[src/rtl/spi_slave_ctrl_burst.sv]
// Control FSM for the SPI slave datapath: sequences address, R/W, load and data
// phases with configurable widths and an optional auto-increment burst mode.
module spi_slave_ctrl_burst #(
    parameter int unsigned ADDR_W   = 7,
    parameter int unsigned DATA_W   = 8,
    parameter int unsigned AUTO_INC = 1
) (
    input  logic clk,
    input  logic rst_n,
    input  logic cs,
    input  logic sclk_pos,
    input  logic rw_bit,
    output logic miso_buff,
    output logic dm_we,
    output logic addr_we,
    output logic sr_we,
    output logic addr_inc,
    output logic busy
);

    localparam int unsigned CNT_W = $clog2(ADDR_W + DATA_W + 2);
    localparam logic [CNT_W-1:0] ADDR_LAST = CNT_W'(ADDR_W + 1);
    localparam logic [CNT_W-1:0] DATA_LAST = CNT_W'(DATA_W);
    localparam logic             BURST     = (AUTO_INC != 0);

    typedef enum logic [2:0] {
        IDLE,
        ADDR,
        READ_LOAD,
        READ,
        WRITE,
        WRITE_DM,
        WRITE_INC,
        DONE
    } state_t;

    state_t           state_q, state_d;
    logic [CNT_W-1:0] cnt_q, cnt_d;
    logic             miso_buff_d, dm_we_d, addr_we_d, sr_we_d, addr_inc_d, busy_d;

    // State, counter and registered outputs
    always_ff @(posedge clk or negedge rst_n) begin
        if (!rst_n) begin
            state_q   <= IDLE;
            cnt_q     <= '0;
            miso_buff <= 1'b0;
            dm_we     <= 1'b0;
            addr_we   <= 1'b0;
            sr_we     <= 1'b0;
            addr_inc  <= 1'b0;
            busy      <= 1'b0;
        end else begin
            state_q   <= state_d;
            cnt_q     <= cnt_d;
            miso_buff <= miso_buff_d;
            dm_we     <= dm_we_d;
            addr_we   <= addr_we_d;
            sr_we     <= sr_we_d;
            addr_inc  <= addr_inc_d;
            busy      <= busy_d;
        end
    end

    // Next state, next counter and next output values
    always_comb begin
        state_d     = state_q;
        cnt_d       = cnt_q;
        miso_buff_d = 1'b0;
        dm_we_d     = 1'b0;
        addr_we_d   = 1'b0;
        sr_we_d     = 1'b0;
        addr_inc_d  = 1'b0;

        if (cs) begin
            state_d = IDLE;
            cnt_d   = '0;
        end else begin
            // Strobes seen in the one-cycle states carry into the next word
            if (sclk_pos) begin
                cnt_d = cnt_q + CNT_W'(1);
            end
            case (state_q)
                IDLE: begin
                    state_d = ADDR;
                    cnt_d   = '0;
                end
                ADDR: begin
                    if (cnt_q == ADDR_LAST) begin
                        addr_we_d = 1'b1;
                        cnt_d     = '0;
                        state_d   = rw_bit ? READ_LOAD : WRITE;
                    end
                end
                READ_LOAD: begin
                    sr_we_d     = 1'b1;
                    miso_buff_d = 1'b1;
                    state_d     = READ;
                end
                READ: begin
                    miso_buff_d = 1'b1;
                    if (cnt_q == DATA_LAST) begin
                        cnt_d = '0;
                        if (BURST) begin
                            addr_inc_d = 1'b1;
                            state_d    = READ_LOAD;
                        end else begin
                            miso_buff_d = 1'b0;
                            state_d     = DONE;
                        end
                    end
                end
                WRITE: begin
                    if (cnt_q == DATA_LAST) begin
                        cnt_d   = '0;
                        state_d = WRITE_DM;
                    end
                end
                WRITE_DM: begin
                    dm_we_d = 1'b1;
                    if (BURST) begin
                        state_d = WRITE_INC;
                    end else begin
                        cnt_d   = '0;
                        state_d = DONE;
                    end
                end
                WRITE_INC: begin
                    addr_inc_d = 1'b1;
                    state_d    = WRITE;
                end
                DONE: begin
                    cnt_d = '0;
                end
                default: begin
                    state_d = IDLE;
                    cnt_d   = '0;
                end
            endcase
        end

        busy_d = (state_d != IDLE);
    end

endmodule

[config.mk]
export PLATFORM = sky130hd
export DESIGN_NAME = spi_slave_ctrl_burst
export DESIGN_NICKNAME = d
export VERILOG_FILES = /design/src/rtl/spi_slave_ctrl_burst.sv
export SDC_FILE = /design/constraint.sdc
export NUM_CORES = 1
export LEC_CHECK = 0
export BUFFER_PORTS_ARGS = -buffer_cell sky130_fd_sc_hd__buf_2
export CORE_MARGIN = 2
export CORE_UTILIZATION = 45
export DETAILED_ROUTE_END_ITERATION = 12
export PLACE_DENSITY = 0.75
export SLEW_MARGIN = 25
export SYNTH_ARGS = -nofsm -noshare
export SYNTH_HDL_FRONTEND = slang
export SYNTH_SLANG_ARGS = --single-unit
[constraint.sdc]
create_clock -name clk -period 1.86 [get_ports clk]
set_input_delay 0.093 -clock clk [delete_from_list [all_inputs] [get_ports clk]]
set_output_delay 0.093 -clock clk [all_outputs]
set_load 0.02 [all_outputs]
Word-level counts from Yosys, hierarchy flattened
Index checks and enable logic that the tools add are counted.

Register bits: 14. Output and inout bits: 6.

Add/subtract/negate cells: 1. Equal/unequal tests: 8. Multiplexer cells: 21. Reduce and logical (&&, ||, !) cells: 5.

Operators by type and width (count): 3-bit case mux with 7 select lines (1); 3-bit 2-to-1 mux (5); 5-bit 2-to-1 mux (3); 3-bit == test, second input constant (4); 1-bit 2-to-1 mux (10); 5-bit case mux with 2 select lines (1); 3-bit by 2-bit == test with 1-bit output, second input constant (2); 5-bit by 1-bit adder with 5-bit output, second input constant (1); 5-bit by 4-bit == test with 1-bit output, second input constant (1); 2-bit OR reduction (2); 3-bit by 1-bit == test with 1-bit output, second input constant (1); 3-bit zero test (1); 3-bit nonzero test (1); 3-bit OR reduction (1); 1-bit case mux with 2 select lines (1).

Logic depth before layout (Yosys ltp)
Gate-level depths: netlist of run 1.

Word-level depth: 5. Depth in mapped cells: 5.

Worst setup path after synthesis of run 1
No wires, ideal clock.

Kind: register to register. From: register cnt_q[0]. To: register cnt_q[0]. Data arrival time: 1.226 ns. Path slack: 0.554 ns. Cell stages (with the launch flop): 6. Buffers on the path: 0. Period minus slack after synthesis: 1.306 ns. Cell sequence: dfrtp_1 -> inv_1 -> ha_1 -> and4bb_4 -> o221a_4 -> nor3_2.

Word-level cells in the longest chain between the ends: 5. Elaborated cells on any way between the ends: 6.

Ends and longest elaborated chain: from (decl) (line 38) `logic [CNT_W-1:0] cnt_q, cnt_d;`; from (signal assigned) (line 54) `cnt_q <= cnt_d;`; 5-bit by 1-bit adder with 5-bit output (line 80) `cnt_d = cnt_q + CNT_W'(1);`; 5-bit 2-to-1 mux (line 79) `if (sclk_pos) begin`; 5-bit 2-to-1 mux (line 88, 101, 113); 5-bit case mux with 2 select lines (*) (line 82) `case (state_q)`; 5-bit 2-to-1 mux (*) (line 74) `if (cs) begin`; named net cnt_d[0] (line 38).

Mark *: on every way through the listed nets, which the timed path passes. The rest lies on a longest branch.

Worst setup path in the final report of run 1
From: register cnt_q[0]. To: register cnt_q[1].

The elaborated chain is that of the path after synthesis.

==> summary.txt, run 1 <==
Floorplan
  – Die Y: 42.9 µm
  – FP Rows: 14
  – Initial Util: 0.468
  – Core region area: 1450 µm²
  – Die W: 42.9 µm
  – I/O pins: 11
  – Die area: between 1500 and 2000 µm²

Layout
  – Most frequent cells in the layout: 14 x dfrtp_1, 10 x buf_2, 5 x nor3_2
  – Nets: 80
  – Share of cells above drive strength 1: 0.310
  – Fillers: 140
  – Cell area after layout: 766 µm²
  – Commonest non-fill, non-tap cell in the layout: dfrtp_1
  – Antenna Cells: 0
  – Area grow syn2layout: 12.5%
  – Fin cells: 87

Global routing
  – Pin count of the biggest net entering global routing: 15
  – First-pass GRT wire length: 1700 µm
  – Total Routing Usage GR: 0.130
  – Vias in the first global route: 407
  – Initial antenna violation count: 0
  – Overflow left after global routing: 0

Worst setup path
  – Crit path launch: cnt_q[0]
  – R2r endpoint: cnt_q[1]
  – R2r setup slk: 0.45 ns
  – Worst r2r src: cnt_q[0]
  – Setup CP Type: flop to flop
  – Setup crit end kind: flop
  – CP Max Fanout: 7
  – Worst r2r path cells: 5
  – Startpoint type of the worst setup path: flop
  – Critical path arrival: about 1.6 ns
  – Critical Path End: cnt_q[1]
  – Critical Path RT: 2.06 ns

Power and ir drop
  – Power per cell area: 663 nW/µm²
  – LEAKAGE: 0.361 nW
  – Worst vdd ir: 0.343 mV

Drt
  – Post-DR wirelength/cell: between 10 and 15 µm
  – DRT iter0 DRCs: 2
  – DRC: 0
  – Final WL: 1030 µm
  – Vias per inst: ~5.1
  – Detailed-route via count: 444
  – Remaining antenna violation count: 0
  – Pre-antenna DRT Iters: 4

Clock tree
  – Clock sink count: 14
  – CTS buffer count: 3
  – Clk buf depth: 2
  – H-Tree Depth: 1
  – Clk root buf: clkbuf_4
  – Worst-path clk slew: 0.07 ns
  – TritonCTS clock tree: yes
  – Post-CTS sizing: 0
  – Clock Latency Late Sink: 0.27 ns

STA
  – Fin Setup TNS: 0 ns
  – Final hold vios: 0
  – Period minus WS final: around 1.4 ns
  – Worst-margin pin slew: between 0.3 and 0.4 ns
  – Clock Skew: 0.00245 ns
  – Final period utilization: 0.760
  – Fin. max-slew vios: 0
  – RSZ-0062 raised after global routing: false
  – Achievable Freq: 0.708 GHz
  – Final setup violation count: 0
  – Slew margin rel.: 0.790

Logic synthesis
  – #FFs+latches synth: 14
  – Mean Syn Cell Area: roughly 11 µm²
  – Synth Net Count: 67
  – Unique masters post-synth: 24
  – Seq/Total Area, Yosys: 0.515
  – Post-Syn Instances: 60
  – Synthesis warning total: 0
  – Synthesized area: 681 µm²

Outcome
  – Outcome: complete, no violations

Place
  – Number of port buffers: 10
  – Post-DP HPWL: a little under 800 µm
  – # placed instances: 83
  – Routability cong.: 0.698
  – DP Area: 733 µm²

Worst hold path
  – Hold crit path type: input port to flop

Flow run
  – MaxCap Viol Count: 0
[synth_stat cells]
master    count  share of area
nand3b_1      1          0.011
xnor2_1       2          0.026
nand3_1       1         0.0073
a21oi_1       2          0.015
or2_2         1         0.0092
nor4b_1       1          0.013
mux2i_1       1          0.015
o221a_4       1          0.029
dfrtp_1      14           0.51
ha_1          2          0.037
buf_2         2          0.015
o21ai_0       1         0.0073
inv_1         4          0.022
nand4_1       2          0.018
nor2_1        4          0.022
nor3b_1       1          0.011
xor2_1        3          0.039
buf_4         1          0.011
nand2_1       4          0.022
a21o_2        1          0.013
a31oi_1       2          0.018
and4bb_4      1          0.024
nand2b_1      3          0.028
nor3_2        5          0.074
[area by class of cell]
class | instances | area, µm² | area share
Tap cell | 16 | 20.0 | 0.0261
Timing Repair Buffer | 11 | 60.1 | 0.0784
Clock buffer | 3 | 22.5 | 0.0294
Multi-Input combinational cell | 39 | 298 | 0.389
Sequential cell | 14 | 350 | 0.458
Inverter | 4 | 15.0 | 0.0196
[what timing repair did]
item                      in CTS  in global routing
hold endpoints to repair      14                  0
buffers inserted               0                  0
hold buffers                   1                  0
[worst max-delay path, cell delays in order (launching register included)]
cell	delay (ns)
dfrtp_1	0.40
inv_1	0.06
ha_1	0.19
and4bb_4	0.23
o221a_4	0.28
nor3_2	0.16
[registers in the layout (all words and copies together) (netlist names)]
register / cells
addr_we: 1
cnt_q: 5
busy: 1
miso_buff: 1
dm_we: 1
addr_inc: 1
state_q: 3
sr_we: 1
[metal layers]
metal	up-vias	wire length, µm	track usage
met4	0	20	0.113
met5	-	0	0
met3	4	30	0.0255
met1	209	491	0.165
met2	6	484	0.188
li1	225	-	-
[through the flow]
stage,hold WS (ns),utilization,worst slack (ns),power (mW)
after floorplan,-0.203,-,0.554,0.340
after global placement,-0.00158,0.504,0.501,0.353
after detailed placement,0.00803,0.504,0.449,0.354
after CTS,0.103,0.527,0.431,0.522
after global routing,0.122,0.527,0.335,0.537
final,0.113,0.527,0.447,0.508
[power breakdown]
group | switching [mW] | internal, mW
combinational | 0.0216 | 0.0141
clock | 0.0846 | 0.0750
sequential | 0.00492 | 0.308
[logic make-up (layout without fill, tap and decap cells)]
logic type,after synthesis,count (layout),synth area share
DFF,14,14,0.515
buffers and inverters,7,18,0.0478
xor gates and xnor gates,5,5,0.0643
and+or+nand+nor,24,24,0.239
AOI/OAI and AO/OA,7,7,0.0827
muxes,1,1,0.0147
adders and majority gates,2,2,0.0368
[worst min path at each step]
| stage | endpoint | cells past startpoint | slack (ns) | start |
|---|---|---|---|---|
| floorplan | addr_inc | 0 | -0.20 | rst_n |
| global placement | dm_we | 1 | -0.002 | rst_n |
| detailed placement | dm_we | 1 | 0.008 | rst_n |
| CTS | busy | 2 | 0.10 | cs |
| global route | busy | 2 | 0.12 | cs |
| finish | busy | 2 | 0.11 | cs |
(Power assumes the default switching activity.)
==> inputs of run 2 (changes only) <==
==> constraint.sdc (replaced) <==
create_clock -name clk -period 1.4 [get_ports clk]
set_input_delay 0.07 -clock clk [delete_from_list [all_inputs] [get_ports clk]]
set_output_delay 0.07 -clock clk [all_outputs]
set_load 0.02 [all_outputs]
==> summary.txt, run 2 (synthesis gave the netlist of run 1 again) <==
Global routing
  – Pin count of the biggest net entering global routing: 15 (unchanged)
  – Overflow left after global routing: 0 (unchanged)
  – Vias in the first global route: 474 (+16%)
  – Total Routing Usage GR: 0.140 (+0.00919)
  – First-pass GRT wire length: 1950 µm (+14%)
  – Initial antenna violation count: 0 (unchanged)

Drt
  – Vias per inst: 5.17 (+1.3%)
  – Remaining antenna violation count: 0 (unchanged)
  – Detailed-route via count: 460 (+3.6%)
  – Final WL: 1120 µm (+9.1%)
  – Pre-antenna DRT Iters: 4 (unchanged)
  – Post-DR wirelength/cell: 12.6 µm (+6.6%)
  – DRT iter0 DRCs: 5 (+3)
  – DRC: 0 (unchanged)

STA
  – Final hold vios: 0 (unchanged)
  – Final setup violation count: 0 (unchanged)
  – Clock Skew: 0.00170 ns (-0.000756 ns)
  – Final period utilization: 0.934 (+0.175)
  – Worst-margin pin slew: 0.332 ns (+0.0163 ns)
  – Period minus WS final: 1.31 ns (-0.105 ns)
  – Final setup margin: 0.0922 ns (-0.355 ns)
  – Achievable Freq: 0.765 GHz (+8.0%)
  – RSZ-0062 raised after global routing: false
  – Fin Setup TNS: 0 ns (unchanged)
  – Slew margin rel.: 0.779 (-0.0108)
  – Fin. max-slew vios: 0 (unchanged)

Place
  – Routability cong.: 0.720 (+3.2%)
  – Post-Place Setup Slack: 0.0240 ns (-0.425 ns)
  – Number of port buffers: 10 (unchanged)
  – Post-DP HPWL: 790 µm (+2.5%)

Power and ir drop
  – Pint: 529 µW (+33%)
  – Psw: 148 µW (+33%)
  – Power per cell area: 867 nW/µm² (+31%)
  – LEAKAGE: 0.371 nW (+2.9%)
  – Clock Power Share: 0.311 (-0.003)
  – Sequential share of power: 0.611 (-0.005)
  – Sw frac: 0.218 (-0.000247)
  – Comb power frac: 0.077 (+0.007)
  – Worst vdd ir: 0.400 mV (+16%)

Clock tree
  – H-Tree Depth: 1 (unchanged)
  – TritonCTS clock tree: yes
  – Clk root buf: clkbuf_4
  – Clock sink count: 14 (unchanged)
  – Clock Latency Late Sink: 0.26 ns (about the same)
  – Worst-path clk slew: 0.07 ns (about the same)
  – CTS buffer count: 3 (unchanged)
  – Clk buf depth: 2 (unchanged)

Worst setup path
  – Startpoint type of the worst setup path: flop
  – WP buf/inv: 1 (unchanged)
  – Critical path's slowest cell: dfrtp_1
  – Crit-path max cell delay: 0.36 ns (-0.04 ns)
  – Critical path arrival: 1.50 ns (-0.11 ns)
  – Cell Chain, Critical Path: inv_1 -> ha_1 -> and4bb_4 -> o221a_4 -> nor3_2
  – CP Max Fanout: 7 (unchanged)
  – Setup CP Type: flop to flop
  – CP top delay family: simple AND/OR/NAND/NOR gates
  – Setup crit end kind: flop
  – Critical Path RT: 1.59 ns (-0.47 ns)

Floorplan
  – Die Y: 42.9 µm (unchanged)
  – Core region area: 1450 µm² (unchanged)
  – I/O pins: 11 (unchanged)
  – FP Rows: 14 (unchanged)
  – Die area: 1840 µm² (unchanged)
  – Die W: 42.9 µm (unchanged)
  – Initial Util: 0.468 (unchanged)

Layout
  – Area grow syn2layout: 14.7%
  – Most frequent cells in the layout: 14 x dfrtp_1, 10 x buf_2, 5 x nor3_2
  – Max reg flops: 5 (unchanged)
  – Commonest non-fill, non-tap cell in the layout: dfrtp_1
  – Antenna Cells: 0 (unchanged)
  – Reg with most FFs: cnt_q
  – Biggest regs: cnt_q (5), state_q (3)
  – Nets: 82 (+2.5%)
  – Share of cells above drive strength 1: 0.329 (+0.0189)

Worst hold path
  – Hold crit path type: input port to flop

Outcome
  – Outcome: complete, no violations

Flow run
  – MaxCap Viol Count: 0 (unchanged)
==> run 2: cell types whose count changed in the layout (fill, tap and decap cells not counted), sizes merged <==
cell  change
buf       +2
==> run 2: area by class of cell <==
cell class,instances,area (µm²)
fillers,136,673
well taps,16,20.0
multi-input cells,39,298
clock buffers,3,22.5
inverters,4,15.0
repair buffers,13,75.1
flip-flops and latches,14,350
==> run 2: layer usage <==
metal | vias up | wire length [µm] | part of all wire | global-route usage
li1 | 230 | - | - | -
met1 | 222 | 517 | 0.46 | 0.177
met2 | 6 | 576 | 0.51 | 0.242
met3 | 2 | 20 | 0.018 | 0.0128
met4 | 0 | 4 | 0.0036 | 0.0563
met5 | - | 0 | 0 | 0
==> run 2: final timing paths <==
path	from	to	slack [ns]	depth (start not counted)
worst max-delay path	cnt_q[1]	cnt_q[0]	0.09	5
worst min-delay path	cs	busy	0.11	2
worst max register to register	cnt_q[1]	cnt_q[0]	0.09	5
worst min register to register	cnt_q[4]	cnt_q[4]	0.59	2
max in group asynchronous	rst_n	cnt_q[1]	0.93	2
min in group asynchronous	rst_n	cnt_q[2]	0.24	2
==> run 2: metrics by stage <==
| stage | instance area, µm² | util | power (mW) | instances | hold slack (ns) |
|---|---|---|---|---|---|
| finish | 781 | 0.537 | 0.677 | 89 | 0.107 |
| global route | 781 | 0.537 | 0.714 | 89 | 0.106 |
| CTS | 773 | 0.532 | 0.683 | 88 | 0.108 |
| detailed placement | 741 | 0.509 | 0.473 | 84 | -0.0230 |
| global placement | 741 | 0.509 | 0.470 | 84 | -0.0276 |
| floorplan | 681 | - | 0.451 | 60 | -0.226 |
==> run 2: what timing repair did <==
| item | in CTS | in global routing |
|---|---|---|
| endpoints found under the hold margin | 14 | 0 |
| resized for setup | 0 | 0 |
| hold buffers | 1 | 0 |
| endpoints found under the setup margin | 0 | 5 |
| setup buffers | 0 | 1 |
==> run 2: power by group through the flow <==
stage          Clock (mW)  Sequential (mW)  Combinational (mW)
4_1_cts             0.216            0.414              0.0527
3_3_place_gp            0            0.422              0.0483
6_report            0.211            0.414              0.0523
3_5_place_dp            0            0.422              0.0502
2_1_floorplan           0            0.422              0.0297
5_1_grt             0.240            0.415              0.0592
==> inputs of run 3 (changes only) <==
--- a/config.mk
+++ b/config.mk
@@ -7,10 +7,11 @@
 export LEC_CHECK = 0
 export BUFFER_PORTS_ARGS = -buffer_cell sky130_fd_sc_hd__buf_2
 export CORE_MARGIN = 2
-export CORE_UTILIZATION = 45
+export CORE_UTILIZATION = 35
 export DETAILED_ROUTE_END_ITERATION = 12
-export PLACE_DENSITY = 0.75
+export PLACE_DENSITY = 0.63
 export SLEW_MARGIN = 25
 export SYNTH_ARGS = -nofsm -noshare
 export SYNTH_HDL_FRONTEND = slang
 export SYNTH_SLANG_ARGS = --single-unit
+export TNS_END_PERCENT = 20
==> summary.txt, run 3 (synthesis gave the netlist of run 1 again) <==
Worst setup path
  – Startpoint type of the worst setup path: flop
  – R2r setup slk: 0.08 ns (about the same)
  – Setup CP Type: flop to flop
  – Critical Path RT: 1.59 ns (about the same)
  – Critical path arrival: 1.51 ns (about the same)
  – Critical Path End: cnt_q[2]
  – CP Max Fanout: 7 (unchanged)
  – R2r endpoint: cnt_q[2]
  – Cell Chain, Critical Path: inv_1 -> ha_1 -> and4bb_4 -> o221a_4 -> nor3_2
  – Crit-path max cell delay: 0.34 ns (-0.02 ns)
  – Worst r2r path cells: 5 (unchanged)
  – Setup crit end kind: flop
  – Critical path's slowest cell: dfrtp_1
  – Worst r2r src: cnt_q[0]
  – Crit path launch: cnt_q[0]

Global routing
  – Vias in the first global route: 428 (-9.7%)
  – Total Routing Usage GR: 0.119 (-0.0210)
  – Overflow left after global routing: 0 (unchanged)
  – Pin count of the biggest net entering global routing: 15 (unchanged)
  – First-pass GRT wire length: 1780 µm (-8.5%)
  – Initial antenna violation count: 0 (unchanged)

Layout
  – Max reg flops: 5 (unchanged)
  – Most frequent cells in the layout: 14 x dfrtp_1, 10 x buf_2, 5 x nor3_2
  – Final core utilization: 0.448 (-0.0886)
  – Footprint of the multi-input gates: 298 µm² (unchanged)
  – Area grow syn2layout: 17.5%
  – Commonest non-fill, non-tap cell in the layout: dfrtp_1
  – Nets: 83 (+1.2%)
  – Antenna Cells: 0 (unchanged)
  – Reg with most FFs: cnt_q
  – Sequential Area: 350 µm² (unchanged)
  – Biggest regs: cnt_q (5), state_q (3)
  – Cell area after layout: 800 µm² (+2.4%)
  – Fillers: 182 (+34%)
  – Share of cells above drive strength 1: 0.338 (+0.00907)

Clock tree
  – Clock Latency Late Sink: 0.26 ns (about the same)
  – Post-CTS sizing: 0 (unchanged)
  – CTS buffer count: 3 (unchanged)
  – Hold buffers post-CTS: 1 (unchanged)
  – H-Tree Depth: 1 (unchanged)
  – Clock sink count: 14 (unchanged)
  – Clk root buf: clkbuf_4
  – Clk buf depth: 2 (unchanged)
  – Buffers inserted by post-CTS timing repair: 0 (unchanged)
  – TritonCTS clock tree: yes
  – Worst-path clk slew: 0.07 ns (about the same)

STA
  – Slew margin rel.: 0.786 (+0.00697)
  – Achievable Freq: 0.759 GHz (-0.72%)
  – Worst-margin pin slew: 0.321 ns (-0.0105 ns)
  – Final hold vios: 0 (unchanged)
  – Period minus WS final: 1.32 ns (+0.00942 ns)
  – RSZ-0062 raised after global routing: false
  – Final setup violation count: 0 (unchanged)
  – Clock Skew: 0.00159 ns (-0.000109 ns)
  – Fin Setup TNS: 0 ns (unchanged)
  – Fin. max-slew vios: 0 (unchanged)
  – Final period utilization: 0.941 (+0.00673)

Place
  – DP Area: 767 µm² (+3.5%)
  – Number of port buffers: 10 (unchanged)
  – Routability cong.: 0.743 (+3.1%)
  – Post-DP HPWL: 839 µm (+6.2%)

Drt
  – Final WL: 1060 µm (-5.4%)
  – DRT iter0 DRCs: 0 (-5)
  – Detailed-route via count: 456 (-0.87%)
  – Post-DR wirelength/cell: 10.7 µm (-15%)
  – Remaining antenna violation count: 0 (unchanged)
  – Pre-antenna DRT Iters: 1 (-3)
  – Vias per inst: 4.61 (-11%)
  – DRC: 0 (unchanged)

Power and ir drop
  – Comb power frac: 0.082 (+0.005)
  – Power per cell area: 844 nW/µm² (-2.7%)
  – Pint: 531 µW (+0.32%)
  – Worst vdd ir: 0.612 mV (+53%)
  – LEAKAGE: 0.376 nW (+1.3%)
  – Psw: 144 µW (-2.7%)
  – Total Power: 675 µW (-0.34%)
  – Clock Power Share: 0.307 (-0.004)
  – Sw frac: 0.213 (-0.00520)
  – Sequential share of power: 0.611 (about the same)

Worst hold path
  – Hold crit path type: input port to flop

Floorplan
  – Die W: 48.1 µm (+12%)
  – Core region area: 1780 µm² (+23%)
  – FP Rows: 15 (+1)
  – Die area: 2310 µm² (+26%)
  – Die Y: 48.1 µm (+12%)
  – Initial Util: 0.382 (-0.0864)
  – I/O pins: 11 (unchanged)

Flow run
  – MaxCap Viol Count: 0 (unchanged)

Outcome
  – Outcome: complete, no violations
==> run 3: per-stage QoR <==
step	std cells	hold WS [ns]	setup WS [ns]
after floorplan	60	-0.226	0.0938
after global placement	95	-0.0231	0.116
after detailed placement	95	-0.0247	0.0816
after CTS	99	0.0928	0.0672
after global routing	99	0.107	0.00877
final	99	0.0930	0.0828
==> run 3: layout make-up <==
class                   instances  share of cell area
clock buffers                   3              0.0282
multi-input cells              39               0.372
well taps                      25              0.0391
inverters                       4              0.0188
flip-flops and latches         14               0.438
repair buffers                 14               0.103
==> run 3: worst min path at each step <==
stage               startpoint  endpoint  slack, ns  cells past startpoint
CTS                         cs      busy       0.09                      2
floorplan                rst_n  addr_inc      -0.23                      0
global placement         rst_n  addr_inc      -0.02                      1
finish                      cs      busy       0.09                      2
detailed placement       rst_n  addr_inc      -0.02                      1
global route                cs  cnt_q[0]       0.11                      2
==> run 3: per-layer routing <==
metal	up-vias	global-route usage	wire, µm
met3	2	0.0222	23
met2	3	0.189	559
met4	0	0.0973	14
met5	-	0	0
met1	215	0.138	461
li1	236	-	-
==> run 3: critical path: cells and delay by family, from the launching register on <==
kind	cells	cell delay (ns)
AND/OR/NAND/NOR	2	0.39
flip-flops	1	0.34
AO/OA/AOI/OAI	1	0.28
adder cells (fa/ha/maj)	1	0.18
buffers and inverters	1	0.05
==> run 3: power by group through the flow <==
stage	combinational, mW	sequential [mW]	clock, mW
CTS	0.0570	0.412	0.213
global placement	0.0539	0.420	0
floorplan	0.0297	0.422	0
detailed placement	0.0547	0.420	0
global route	0.0623	0.413	0.235
finish	0.0555	0.412	0.207
